--- src/rtl/filter_ctrl_pkg.sv ---
// Shared types and constants for the 3x3 window sequencer: pixel/window widths,
// slot bit offsets inside the 108-bit window word, and the frame FSM states.
package filter_ctrl_pkg;

    localparam int PIX_W = 12;
    localparam int WIN_W = 9 * PIX_W;

    localparam int CENTER_LSB    = 96;
    localparam int LEFT_LSB      = 84;
    localparam int RIGHT_LSB     = 72;
    localparam int UP_LSB        = 60;
    localparam int DOWN_LSB      = 48;
    localparam int UPLEFT_LSB    = 36;
    localparam int UPRIGHT_LSB   = 24;
    localparam int DOWNLEFT_LSB  = 12;
    localparam int DOWNRIGHT_LSB = 0;

    typedef logic [PIX_W-1:0] pixel_t;

    typedef enum logic [2:0] {
        IDLE,
        FILL,
        STREAM,
        FLUSH,
        DONE
    } state_t;

endpackage

--- src/rtl/filter_window_controller_line_buffer.sv ---
// Single-port line store, one word per image column holding {line r-2, line r-1}.
// The old word is read combinationally and replaced at the clock edge (read-before-write).
module line_buffer #(
    parameter int DEPTH = 160,
    parameter int AW    = $clog2(DEPTH),
    parameter int DW    = 24
) (
    input  logic          clk,
    input  logic          we,
    input  logic [AW-1:0] addr,
    input  logic [DW-1:0] wdata,
    output logic [DW-1:0] rdata
);

    logic [DW-1:0] mem [DEPTH];

    assign rdata = mem[addr];

    always_ff @(posedge clk) begin
        if (we) begin
            mem[addr] <= wdata;
        end
    end

endmodule

--- src/rtl/filter_window_controller.sv ---
// Raster-stream to padded 3x3 window sequencer with start/busy/done framing.
// Define WIN_BORDER_REPLICATE_EN to pad with the center pixel instead of zero.
module filter_window_controller
    import filter_ctrl_pkg::*;
#(
    parameter int IMG_W = 160,
    parameter int IMG_H = 120
) (
    input  logic             clk,
    input  logic             reset,
    input  logic             start,
    input  logic [PIX_W-1:0] in_pixel,
    input  logic             in_valid,
    output logic             in_ready,
    output logic [WIN_W-1:0] win_data,
    output logic             win_valid,
    input  logic             win_ready,
    output logic             busy,
    output logic             frame_done
);

    localparam int CW = $clog2(IMG_W);
    localparam int RW = $clog2(IMG_H + 2);
    localparam logic [CW-1:0] COL_LAST = CW'(IMG_W - 1);
    localparam logic [RW-1:0] ROW_LAST = RW'(IMG_H - 1);

    state_t                state_q, state_d;
    logic [CW-1:0]         col_q, col_d, out_col_q, out_col_d;
    logic [RW-1:0]         row_q, row_d, out_row_q, out_row_d;
    logic [2:0][PIX_W-1:0] lcol_q, lcol_d, ccol_q, ccol_d, new_col;
    logic                  win_valid_q, win_valid_d, done_q, done_d;
    logic [WIN_W-1:0]      win_data_q, win_data_d, win_next;
    logic [2*PIX_W-1:0]    lb_rdata, lb_wdata;
    logic                  slot_free, accepting, advance, emit;
    logic                  has_l, has_r, has_u, has_d;
    pixel_t                pad;

    // Incoming column, index 2 = oldest line; during FLUSH the bottom row is off-frame.
    assign new_col[2] = lb_rdata[2*PIX_W-1:PIX_W];
    assign new_col[1] = lb_rdata[PIX_W-1:0];
    assign new_col[0] = (state_q == FLUSH) ? '0 : in_pixel;
    assign lb_wdata   = {new_col[1], new_col[0]};

    line_buffer #(
        .DEPTH (IMG_W),
        .AW    (CW),
        .DW    (2 * PIX_W)
    ) u_line_buffer (
        .clk   (clk),
        .we    (advance),
        .addr  (col_q),
        .wdata (lb_wdata),
        .rdata (lb_rdata)
    );

    // Window about to be emitted: columns lcol_q | ccol_q | new_col, masked by its center position.
    always_comb begin
`ifdef WIN_BORDER_REPLICATE_EN
        pad = ccol_q[1];
`else
        pad = '0;
`endif
        has_l = (out_col_q != '0);
        has_r = (out_col_q != COL_LAST);
        has_u = (out_row_q != '0);
        has_d = (out_row_q != ROW_LAST);

        win_next = '0;
        win_next[CENTER_LSB    +: PIX_W] = ccol_q[1];
        win_next[LEFT_LSB      +: PIX_W] = has_l ? lcol_q[1] : pad;
        win_next[RIGHT_LSB     +: PIX_W] = has_r ? new_col[1] : pad;
        win_next[UP_LSB        +: PIX_W] = has_u ? ccol_q[2] : pad;
        win_next[DOWN_LSB      +: PIX_W] = has_d ? ccol_q[0] : pad;
        win_next[UPLEFT_LSB    +: PIX_W] = (has_u && has_l) ? lcol_q[2] : pad;
        win_next[UPRIGHT_LSB   +: PIX_W] = (has_u && has_r) ? new_col[2] : pad;
        win_next[DOWNLEFT_LSB  +: PIX_W] = (has_d && has_l) ? lcol_q[0] : pad;
        win_next[DOWNRIGHT_LSB +: PIX_W] = (has_d && has_r) ? new_col[0] : pad;
    end

    always_comb begin
        state_d     = state_q;
        col_d       = col_q;
        row_d       = row_q;
        out_col_d   = out_col_q;
        out_row_d   = out_row_q;
        lcol_d      = lcol_q;
        ccol_d      = ccol_q;
        win_valid_d = win_valid_q;
        win_data_d  = win_data_q;
        done_d      = 1'b0;
        slot_free   = !win_valid_q || win_ready;
        accepting   = ((state_q == FILL) || (state_q == STREAM)) && slot_free;
        advance     = 1'b0;
        emit        = 1'b0;

        case (state_q)
            IDLE: begin
                if (start) begin
                    state_d   = FILL;
                    col_d     = '0;
                    row_d     = '0;
                    out_col_d = '0;
                    out_row_d = '0;
                end
            end
            FILL:   advance = in_valid && accepting;
            STREAM: begin
                advance = in_valid && accepting;
                emit    = advance;
            end
            FLUSH: begin
                advance = slot_free;
                emit    = advance;
            end
            DONE: begin
                if (win_valid_q && win_ready) begin
                    state_d = IDLE;
                    done_d  = 1'b1;
                end
            end
            default: state_d = IDLE;
        endcase

        if (win_valid_q && win_ready) begin
            win_valid_d = 1'b0;
        end

        if (advance) begin
            lcol_d = ccol_q;
            ccol_d = new_col;
            if (col_q == COL_LAST) begin
                col_d = '0;
                row_d = row_q + 1'b1;
            end else begin
                col_d = col_q + 1'b1;
            end
            // Pixel (1,0) completes the IMG_W+1 fill; (H-1,W-1) is the last real input.
            if ((state_q == FILL) && (row_q == RW'(1)) && (col_q == '0)) begin
                state_d = STREAM;
            end
            if ((state_q == STREAM) && (row_q == ROW_LAST) && (col_q == COL_LAST)) begin
                state_d = FLUSH;
            end
            if ((state_q == FLUSH) && (out_row_q == ROW_LAST) && (out_col_q == COL_LAST)) begin
                state_d = DONE;
            end
        end

        if (emit) begin
            win_valid_d = 1'b1;
            win_data_d  = win_next;
            if (out_col_q == COL_LAST) begin
                out_col_d = '0;
                out_row_d = out_row_q + 1'b1;
            end else begin
                out_col_d = out_col_q + 1'b1;
            end
        end
    end

    always_ff @(posedge clk or posedge reset) begin
        if (reset) begin
            state_q     <= IDLE;
            col_q       <= '0;
            row_q       <= '0;
            out_col_q   <= '0;
            out_row_q   <= '0;
            lcol_q      <= '0;
            ccol_q      <= '0;
            win_valid_q <= 1'b0;
            win_data_q  <= '0;
            done_q      <= 1'b0;
        end else begin
            state_q     <= state_d;
            col_q       <= col_d;
            row_q       <= row_d;
            out_col_q   <= out_col_d;
            out_row_q   <= out_row_d;
            lcol_q      <= lcol_d;
            ccol_q      <= ccol_d;
            win_valid_q <= win_valid_d;
            win_data_q  <= win_data_d;
            done_q      <= done_d;
        end
    end

    assign in_ready   = accepting;
    assign win_valid  = win_valid_q;
    assign win_data   = win_data_q;
    assign busy       = (state_q != IDLE);
    assign frame_done = done_q;

endmodule

--- config.mk ---
export PLATFORM = sky130hd
export DESIGN_NAME = filter_window_controller
export DESIGN_NICKNAME = d
export VERILOG_FILES = /design/src/rtl/filter_ctrl_pkg.sv /design/src/rtl/filter_window_controller_line_buffer.sv /design/src/rtl/filter_window_controller.sv
export SDC_FILE = /design/constraint.sdc
export NUM_CORES = 2
export LEC_CHECK = 0
export BUFFER_PORTS_ARGS = -buffer_cell sky130_fd_sc_hd__buf_2
export CAP_MARGIN = 15
export CORE_MARGIN = 3
export CORE_UTILIZATION = 49
export CTS_CLUSTER_SIZE = 14
export DETAILED_ROUTE_END_ITERATION = 7
export GPL_TIMING_DRIVEN = 1
export PLACE_DENSITY = 0.64
export SYNTH_ARGS = -nofsm -noshare
export SYNTH_HDL_FRONTEND = slang
export SYNTH_SLANG_ARGS = --single-unit
--- constraint.sdc ---
create_clock -name clk -period 32.7 [get_ports clk]
set_clock_uncertainty 0.2 [all_clocks]
set_input_delay 6.54 -clock clk [delete_from_list [all_inputs] [get_ports clk]]
set_output_delay 6.54 -clock clk [all_outputs]
set_load 0.02 [all_outputs]
# --- Yosys cells after proc, flatten, opt, wreduce, memory -nomap -nowiden ---
# Memory sizes are Yosys's and may differ from the RTL's.
# Cells that the tools add are included.
totals:
  memories: 1
  input_bits: 17
  regBits: 215
  output_inout_bits: 112
  elab_cells: 98
  ramBits: 3840
classes:
  add_sub_neg: 4
  muxes: 38
  reduce_logical: 30
  eq_ne: 11
mem_list:
  columns: ["memory", "words", "word_bits", "read_ports", "rd_clocked_by_memory_dff", "write_ports", "line_no", "source"]
  rows:
  - ["u_line_buffer.mem", 160, 24, 1, 0, 1, "filter_window_controller_line_buffer.sv:15", "logic [DW-1:0] mem [DEPTH];"]
op_table:
  columns: ["op", "count"]
  rows:
  - ["2-to-1 mux 12 bit", 9]
  - ["2-to-1 mux 7 bit", 8]
  - ["2-to-1 mux 8 bit", 6]
  - ["2-to-1 mux 3 bit", 6]
  - ["adder 8 x 1 -> 8 bit, second input constant", 2]
  - ["== test 8 bit, second input constant", 2]
  - ["adder 7 x 1 -> 7 bit, second input constant", 2]
  - ["== test 7 bit, second input constant", 2]
  - ["logical AND 1 bit", 13]
  - ["nonzero test 2 bit", 5]
  - ["case mux 3 bit (3 select lines)", 1]
  - ["logical NOT 8 bit", 1]
  - ["inequality test 8 bit, second input constant", 1]
  - ["nonzero test 8 bit", 1]
  - ["== test 7 x 1 -> 1 bit, second input constant", 1]
  - ["inequality test 7 bit, second input constant", 1]
  - ["nonzero test 7 bit", 1]
  - ["== test 3 x 2 -> 1 bit, second input constant", 2]
  - ["2-to-1 mux 1 bit", 6]
  - ["case mux 1 bit (2 select lines)", 2]
  - ["AND reduction 2 bit", 2]
  - ["== test 3 x 1 -> 1 bit, second input constant", 1]
  - ["== test 3 bit, second input constant", 1]
  - ["logical NOT 3 bit", 1]
  - ["5 further kinds", 6]

# --- Longest topological paths before layout ---
depth:
  word_depth: 7
  mapped_depth: 15
  ltp_nobuf: 8

# --- By module ---
# From an unflattened synthesis, not the netlist that was laid out.
hier_totals:
  hier_cells: 7153
  hier_area_um2: 155202.6
by_module_without_submodules:
  columns: ["module", "instances", "cells_per_inst", "area_each_um2", "seq_area_each_um2"]
  rows:
  - ["line_buffer", 1, 6324, 146506.8, 115310.6]
  - ["filter_window_controller", 1, 829, 8695.8, 5380.2]

# --- Least setup slack after synthesis ---
# No wires, ideal clock.
synth_timing:
  path_type: "input-to-output"
  from: "input win_ready"
  to: "output in_ready"
  n_path_buf: 0
  path_slack_ps: 18763
  stages: 2
  required_time_ps: 25960
  arrival_ps: 7197
  cell_sequence: "nor2b_1 > nor3_1"
synth_between:
  elab_chain_cells: 2
synth_lines:
  columns: ["element", "line_no", "source"]
  rows:
  - ["start, declared", "filter_window_controller.sv:17", "input logic win_ready,"]
  - ["logical OR 1 bit", "filter_window_controller.sv:91", "slot_free = !win_valid_q || win_ready;"]
  - ["logical AND 1 bit", "filter_window_controller.sv:92", "accepting = ((state_q == FILL) || (state_q == STREAM)) && slot_free;"]
  - ["end, declared", "filter_window_controller.sv:14", "output logic in_ready,"]
# No other way between the ends.

# --- Worst setup path after layout ---
# Ends and elaborated chain as after synthesis.

==> run metrics <==
status complete, no violations; Worst setup SP type input port; Worst-Margin Slew 1.33 ns; fmax between 60 and 70 MHz; hold path depth 2; root buffer selected by CTS clkbuf_16; Ys Warns 0; WHS 0.267 ns; ys async rst share 5.30%; post-DR wirelength/cell approximately 35 µm; Post-Synthesis Cells 7,117; RR Endpoint u_line_buffer.mem[136][22]; fillers ~23k; DRT iter0 DRCs 11.1k; minimum clock period 14.44 ns; postcts setup bufs 0; Place WS 18.26 ns; I/O pins 129; reg2reg path depth 12; Util after Layout 55.6%; number of nets in the layout ~7.6k; core area between 300,000 and 400,000 µm²; Critical Path Sink Type output pin; CTS max path bufs 4; Critical Path Start win_ready; syn_nets 7,144; multi-input logic area 33,500 µm²; final worst slack 18.26 ns; CTS buffer count 400; area delta synth->final 12.8%; number of global-route vias before repair approximately 76k; htree depth 5; DRC viols 0; Worst-path clk slew 0.06 ns; Final Cycle Share 44.1%; Skew-Pair Late Insertion Delay 0.98 ns; die width between 500 and 600 µm; Routed WL 424 mm; DRT antenna net count 0; clock sinks around 4.1k; IR Drop Worst-Case VDD 77.2 µV; Final Hold Viols 0; Arr. time, crit path 7.70 ns; crit path kind in2out; reg2reg setup slack 24.53 ns; Die Y approximately 570 µm; Final Power ~15,000 µW; synth unique cells 79; dpl hpwl ~250 mm; grt ovf 0; post-cts resize count 0; # hold bufs at CTS 0; FF+latch count, synth between 4k and 5k; DR pass1 iterations 6; antenna violations before repair 28; CTS tree done; Final Max Slew Viols 0; setup_tns 0 ns; layout cells sized above 1 approximately 29%; Post-synth EDFFs 3,840; top_reg_cell synth edfxtp_1; sequential area share after synthesis between 70% and 80%; Final Setup Violations 0; Max Cap Viol 0; # rows around 210; Pleak 0.0556 µW; Max-slew headroom between 10% and 20%; via count just under 80k; starting density of the core between 40 and 50%; Register Area ~120,000 µm²; worst reg2reg path startpoint col_q[1]; P per Cell Area 83.2 nW/µm²; CP max FO 5; largest net degree at the start of global routing 143; global-route wire length before repair ~600 mm; port buffer count 128; via/cell ratio 6.45; syn avg cell area 21.9 µm²; CP required 25.96 ns; DIE AREA 324,000 µm²; CP endpoint in_ready; Mapped Area 156,000 µm²; Routability Congestion just under 0.9; RSZ-0062 raised after global routing no; HP Class reg2reg; gr usage total about a quarter
## critical path, cell delays in order
cell     delay, ns
buf_2         0.09
nor2b_1       0.12
nor3_1        0.65
buf_2         0.29
## metal layers
metal  vias to the layer above  share of wire, %  GRT usage [%]
li1                      30700                 -              -
met3                       791                11           6.75
met2                      4512                46           38.6
met5                         -            0.0090              0
met1                     41700                39           37.2
met4                         6               4.7           10.8
## metrics by stage
step / area (µm²) / std cells
2_1_floorplan: 156000 / 7117
3_3_place_gp: 163000 / 11300
3_5_place_dp: 163000 / 11300
4_1_cts: 175000 / 12000
5_1_grt: 175000 / 12000
6_report: 175000 / 12000
## kinds of logic after synthesis
logic type	after synthesis	synth area share, %
compound gates	574	2.62
xor+xnor	5	0.0282
fa+ha+maj	10	0.0805
buf+inv	422	1.49
flops	4055	77.6
mux	1198	15.7
simple gates	853	2.42
## layout by cell type (no fill, tap or decap), drive strengths merged, types with 95 or more instances in the layout
cell type / netlist / final
edfxtp: 3840 / 3840
buf: 269 / 429
mux2i: 169 / 169
nand2: 396 / 396
nor2: 212 / 212
dfrtp: 215 / 215
a22o: 109 / 109
clkbuf: 130 / 501
a22oi: 95 / 95
clkinv: 1 / 176
mux4: 995 / 995
## area by class of cell
cell class | instances | area share, %
tap | 4160 | 2.97
sequential | 4055 | 68.8
inverter | 23 | 0.0635
clock buffer | 499 | 6.07
antenna | 15 | 0.0214
clock inverter | 221 | 1.17
timing repair buffer | 431 | 1.77
multi-input combinational | 2640 | 19.1
## cells in the mapped netlist, types with 15 or more instances
library cell | number | share of area, %
dfrtp_1 | 215 | 3.5
mux2_2 | 34 | 0.25
nand3_1 | 65 | 0.21
edfxtp_1 | 3840 | 74
mux4_2 | 995 | 14
nor2b_1 | 20 | 0.080
a31oi_1 | 33 | 0.13
a22oi_1 | 95 | 0.46
nor3_1 | 44 | 0.14
a22o_1 | 109 | 0.61
o22ai_1 | 62 | 0.25
inv_1 | 21 | 0.051
buf_2 | 137 | 0.44
clkbuf_1 | 128 | 0.31
and2_1 | 18 | 0.072
o21ai_0 | 82 | 0.26
mux2i_1 | 169 | 1.1
a221oi_1 | 20 | 0.11
nand2_1 | 396 | 0.96
nand2b_1 | 15 | 0.060
buf_1 | 16 | 0.039
a21oi_1 | 70 | 0.23
a211oi_1 | 15 | 0.072
buf_4 | 82 | 0.40
buf_6 | 34 | 0.25
nand4_1 | 19 | 0.076
nor2_1 | 211 | 0.51
## where the power goes
part / internal (µW) / switching (µW) / leakage [µW]
clock network: 2530 / 1950 / 0.00621
logic: 1180 / 2420 / 0.0122
registers: 6430 / 90.7 / 0.0372
## worst min path at each step
| stage | from | endpoint |
|---|---|---|
| 6_report | lcol_q[3] | lcol_q[3] |
| 5_1_grt | lcol_q[3] | lcol_q[3] |
| 4_1_cts | lcol_q[3] | lcol_q[3] |
| 3_5_place_dp | win_data[102] | win_data[102] |
| 3_3_place_gp | lcol_q[6] | lcol_q[6] |
| 2_1_floorplan | lcol_q[0] | lcol_q[0] |
## sequential cells by signal, summed over array words and instances (netlist names)
register	cells
lcol_q	36
win_data	108
out_row_q	7
ccol_q	36
win_valid	1
out_col_q	8
col_q	8
u_line_buffer.mem	3840
state_q	3
row_q	7
frame_done	1
Power figures use the tool's default switching activity.
